<file path="src/rtl/a2_task_serializer.sv">
// Parallel-to-serial converter: sends the top N bits of a captured word MSB first.
// Lengths below 3 are discarded without any output activity.
module a2_task_serializer #(
  parameter int WIDTH    = 8,
  parameter int VAL_BITS = 3
) (
  input  logic                clk_i,
  input  logic                srst_i,
  input  logic                data_val_i,
  input  logic [WIDTH-1:0]    data_i,
  input  logic [VAL_BITS-1:0] data_mod_i,
  output logic                ser_data_val_o,
  output logic                ser_data_o,
  output logic                busy_o
);

  localparam int CW = $clog2(WIDTH) + 1;

  typedef enum logic {
    IDLE,
    SEND
  } state_t;

  state_t          state;
  state_t          state_next;
  logic [WIDTH-1:0] shift_reg;
  logic [CW-1:0]    len_reg;
  logic [CW-1:0]    bit_cnt;
  logic [CW-1:0]    len_clamped;
  logic             accept;

  // Requested lengths beyond the word width are limited to the full word.
  always_comb begin
    if (32'(data_mod_i) > WIDTH) begin
      len_clamped = CW'(WIDTH);
    end else begin
      len_clamped = CW'(data_mod_i);
    end
  end

  assign accept = data_val_i && (state == IDLE);

  always_ff @(posedge clk_i) begin
    if (srst_i) begin
      state <= IDLE;
    end else begin
      state <= state_next;
    end
  end

  always_comb begin
    state_next = state;
    case (state)
      IDLE: begin
        if (accept && (len_clamped >= CW'(3))) begin
          state_next = SEND;
        end
      end
      SEND: begin
        if (bit_cnt == (len_reg - CW'(1))) begin
          state_next = IDLE;
        end
      end
      default: state_next = IDLE;
    endcase
  end

  // The current bit is always the shift register MSB; it shifts once per sent bit.
  always_ff @(posedge clk_i) begin
    if (srst_i) begin
      shift_reg <= '0;
      len_reg   <= '0;
      bit_cnt   <= '0;
    end else if (accept) begin
      shift_reg <= data_i;
      len_reg   <= len_clamped;
      bit_cnt   <= '0;
    end else if (state == SEND) begin
      shift_reg <= {shift_reg[WIDTH-2:0], 1'b0};
      bit_cnt   <= bit_cnt + CW'(1);
    end
  end

  always_comb begin
    ser_data_val_o = 1'b0;
    ser_data_o     = 1'b0;
    busy_o         = 1'b0;
    if (state == SEND) begin
      ser_data_val_o = 1'b1;
      ser_data_o     = shift_reg[WIDTH-1];
      busy_o         = 1'b1;
    end
  end

endmodule

</file>
<file path="config.mk">
export PLATFORM = sky130hd
export DESIGN_NAME = a2_task_serializer
export DESIGN_NICKNAME = d
export VERILOG_FILES = /design/src/rtl/a2_task_serializer.sv
export SDC_FILE = /design/constraint.sdc
export NUM_CORES = 1
export LEC_CHECK = 0
export CAP_MARGIN = 20
export CORE_AREA = 3 3 46 48
export CTS_BUF_LIST = sky130_fd_sc_hd__clkbuf_8
export CTS_CLUSTER_DIAMETER = 200
export DETAILED_ROUTE_END_ITERATION = 16
export DIE_AREA = 0 0 49 51
export GPL_TIMING_DRIVEN = 0
export PLACE_DENSITY_LB_ADDON = 0.3
export SETUP_SLACK_MARGIN = 0.15
export SLEW_MARGIN = 20
export SYNTH_ARGS = -nofsm -noshare
export SYNTH_HDL_FRONTEND = slang
export SYNTH_SLANG_ARGS = --single-unit
</file>
<file path="constraint.sdc">
create_clock -name clk_i -period 1.35 [get_ports clk_i]
set_clock_uncertainty 0.05 [all_clocks]
set_input_delay 0.27 -clock clk_i [delete_from_list [all_inputs] [get_ports clk_i]]
set_output_delay 0.27 -clock clk_i [all_outputs]
set_load 0.02 [all_outputs]
</file>
-- After elaboration in Yosys (flattened, before gate mapping)
Index checks and enable logic that the tools add are counted.
- $add $sub $neg: 2
- multiplexer cells: 7
- magnitude comparators: 1
- bitwise logic cells: 1
- equality and inequality tests: 1
- reductions and logical operators: 4
- operators with widths (cell ; number):
    $mux W8 ; 2
    $add A4 B1 Y4 const B ; 1
    $eq A4 B4 Y1 ; 1
    $mux W1 ; 4
    $sub A3 B1 Y4 const B ; 1
    $ge A3 B2 Y1 const B ; 1
    $logic_and A1 B1 Y1 ; 2
    $pmux W1 S2 ; 1
    $reduce_bool A2 Y1 ; 1
    $reduce_or A2 Y1 ; 1
    $not A1 Y1 ; 1
- flip-flop bits (word level): 16
- logic and storage cells: 20

-- Depth between registers and ports, before layout
- depth after elaboration: 5
- gate-level depth with buffers: 6

-- Worst setup path after synthesis
OpenSTA, ideal clock, no wires.
- kind: register -> register
- start: register len_reg[0]
- end: register state
- required time: 1.174 ns
- period minus slack after synthesis: 1.390 ns
- setup time: 0.126 ns
- path slack: -0.040 ns
- data arrival time: 1.214 ns
- stages on the path, launching flop included: 6
- cells stage by stage: dfxtp_1 -> inv_1 -> ha_1 -> xnor2_1 -> o41ai_1 -> a21oi_1
- longest elaborated chain between the ends: 4
- ends and longest elaborated chain (what ; line ; RTL):
    start, declared ; 27 ; logic [CW-1:0] len_reg;
    start signal, assigned ; 76 ; len_reg <= len_clamped;
    $sub A3 B1 Y4 ; 60 ; if (bit_cnt == (len_reg - CW'(1))) begin
    $eq A4 B4 Y1 ; 60 ;
    $mux W1 ; 60 ;
    $pmux W1 S2 ; 53 ; case (state)
    end signal, assigned ; 47 ; state <= state_next;
    end, declared ; 24 ; state_t state;
Every way passes these cells.
A chain may end at the register's enable or synchronous reset.

-- Final worst setup path
Same ends and word-level chain as after synthesis.

==> flow_summary.toml <==
[power_and_ir_drop]
combPwrFrac_pct = 29.5
p_int_w = 0.000908
seqPwrFrac_pct = 41.4
p_clk_share_pct = 29.1
switching_share_pct = 28.8
leakage_nw = 0.524
vdd.ir_drop.worst_uv = 696
switchingPower_w = 0.000367
p_per_area_mw_per_mm2 = 978

[clock_tree]
tritoncts_num_sinks = 16
htreeDepth = 1
cts.clk_slew.worst_paths_ns = 0.06
clk_path_buf_depth = 2
hold_buffers = 0
clock_latency_ns = 0.25
cts_made_buffers = 3
ctsRootBufferMaster = "clkbuf_8"
cts_tree = "yes"

[logic_synthesis]
synthCells = 92
syn_area_um2 = 795
yosysTopAreaCell = "dfxtp_1"
ys_ff_latch = 16
yosysWarnings = 0
syn_area_per_cell_um2 = 8.64
synth_most_common_cell = "nor2_1"
synth_ff_type = "dfxtp_1"
synth-edff-count = 0
synth_nets = 108
synthTopCellsByCount = "nor2_1, dfxtp_1, a21oi_1, mux2i_1, xnor2_1"
synth_top_area_share_pct = 40.3
ys_seq_area_share_pct = 40.3
synth.area.top_cells = "dfxtp_1, mux2i_1, nor2_1, a21oi_1, xnor2_1"
ys_types = 21
async_reset_ff_share_pct = 0

[place]
placed_area_um2 = 997
routabilityCongestion = 0.719
hpwl_um = 1140
io_buffers = 15

[global_routing]
grt_pass1_vias = 673
grt_pass1_wl_um = 2950
grt_start_max_net_pins = 11
antenna_found_initial = 0
track_usage_pct = 15.3
grt-ovfl-total = 0

[floorplan]
io_pins = 17
initial_core_util_pct = 45.5
dieArea_mm2 = 0.00250
placeableCoreArea_mm2 = 0.00175
die_h_um = 51
row_count = 15
die_w_um = 49

[route]
drt-initial-drc-count = 16
ant_nets = 0
viasPerCell = 5.26
wl_per_cell_um = 16.2
num_vias = 763
dr.pass1.iters = 4
drc = 0
drt_wl_total_um = 2350

[final_layout]
layout-drive-gt1-share_pct = 45.0
post-route-cell-area_mm2 = 0.00130
syn2layout_area_growth_pct = 64.1
largest_reg_flops = 8
nNetsFinal = 138
diodes = 0
final_util_pct = 74.7

[worst_setup_path]
crit_path_start_kind = "register"
rr_worst_depth = 5
cpMaxStageDelayCell = "dfxtp_2"
critPathArrivalTime_ns = 1.48
path_cells = "inv_2, ha_4, xnor2_2, o41ai_2, a21oi_1"
worst_path_largest_cell_delay_ns = 0.35
cp_max_fo = 3
worstSetupPathType = "register to register"
end_kind = "register"
cp.required_ns = 1.43

[sta]
period_minus_slack_ns = 1.40
finalSetupViolCount = 2
rsz0062_at_grt = "yes"
hold_viol = 0
tightest_slew_ns = 0.483
finalCritPeriodShare_pct = 104
fin_ws_ns = -0.0518
final.setup.tns_ns = -0.0795
maxSlewViolCount = 0
max_freq_mhz = 713
slew_headroom_pct = 67.8

[outcome]
violations = "negative setup slack"
status = "finished with violations"

[job]
maxCapViolations = 0

[min_path]
hp-class = "input port to register"
whs_path_depth = 2
## kinds of logic after synthesis
logic type | after synthesis | share of synthesized area, %
flip-flops | 16 | 40.3
adder cells (fa/ha/maj) | 2 | 3.15
multiplexers | 10 | 12.6
buffers and inverters | 9 | 7.40
AND/OR/NAND/NOR | 33 | 18.6
AO/OA/AOI/OAI | 15 | 10.2
XOR/XNOR | 7 | 7.72
## through the flow
| step | total power, W | hold WS [ns] | instances | worst slack (ns) |
|---|---|---|---|---|
| 3_5_place_dp | 0.000756 | 0.429 | 132 | -0.419 |
| 2_1_floorplan | 0.000680 | 0.359 | 92 | 0.00528 |
| 5_1_grt | 0.00133 | 0.240 | 145 | -0.0657 |
| 4_1_cts | 0.00113 | 0.228 | 140 | -0.0175 |
| 3_3_place_gp | 0.000751 | 0.413 | 132 | -0.416 |
| 6_report | 0.00128 | 0.226 | 145 | -0.0518 |
## power by group through the flow
stage               clock network [W]  logic (W)  registers, W
floorplan                           0   0.000150      0.000530
global placement                    0   0.000220      0.000531
detailed placement                  0   0.000224      0.000532
CTS                          0.000355   0.000256      0.000523
global route                 0.000400   0.000399      0.000530
finish                       0.000371   0.000376      0.000528
## layout make-up
class | count | area, um2
inverter | 2 | 7.51
sequential | 16 | 324
clock buffer | 3 | 41.3
tap | 25 | 31.3
multi-input combinational | 67 | 554
buffer | 7 | 73.8
fill | 116 | 442
timing repair buffer | 25 | 272
## repair_timing
action	4_1_cts	5_1_grt
buffers inserted	5	3
gates cloned	0	2
pin swaps	4	11
resized for setup	23	36
endpoints found under the setup margin	14	11
## final timing paths
path	from	endpoint	slack [ns]
hold reg to reg	shift_reg[2]$_SDFFE_PP0P_	shift_reg[3]$_SDFFE_PP0P_	0.45
hold / removal	srst_i	len_reg[0]$_SDFFE_PP0P_	0.23
setup / recovery	len_reg[0]$_SDFFE_PP0P_	state$_SDFF_PP0_	-0.05
setup reg to reg	len_reg[0]$_SDFFE_PP0P_	state$_SDFF_PP0_	-0.05
## cells in the final DEF (no fill, tap or decap), types with 3 or more instances in the layout
| master | netlist | final |
|---|---|---|
| a21oi_2 | 0 | 10 |
| clkdlybuf4s50_1 | 0 | 11 |
| dfxtp_1 | 16 | 13 |
| buf_4 | 2 | 5 |
| xnor2_1 | 5 | 3 |
| mux2i_1 | 10 | 9 |
| clkbuf_8 | 0 | 3 |
| nor2_1 | 24 | 16 |
| a21oi_1 | 13 | 3 |
| dfxtp_2 | 0 | 3 |
| nor2_4 | 0 | 7 |
| buf_6 | 2 | 6 |
## routing by layer
metal	vias up	share of wire [%]	global-route usage [%]
met2	22	48	26.7
li1	361	-	-
met5	-	0	0
met1	375	47	18.6
met3	5	4.0	2.92
met4	0	1.2	5.69
## critical path, delay by kind of cell (launching register included)
kind	cells	cell delay, ns
XOR/XNOR	1	0.13
buffers and inverters	1	0.06
AO/OA/AOI/OAI	2	0.45
flip-flops	1	0.35
adder cells (fa/ha/maj)	1	0.24
No activity file was read; power rests on OpenSTA's default activity.
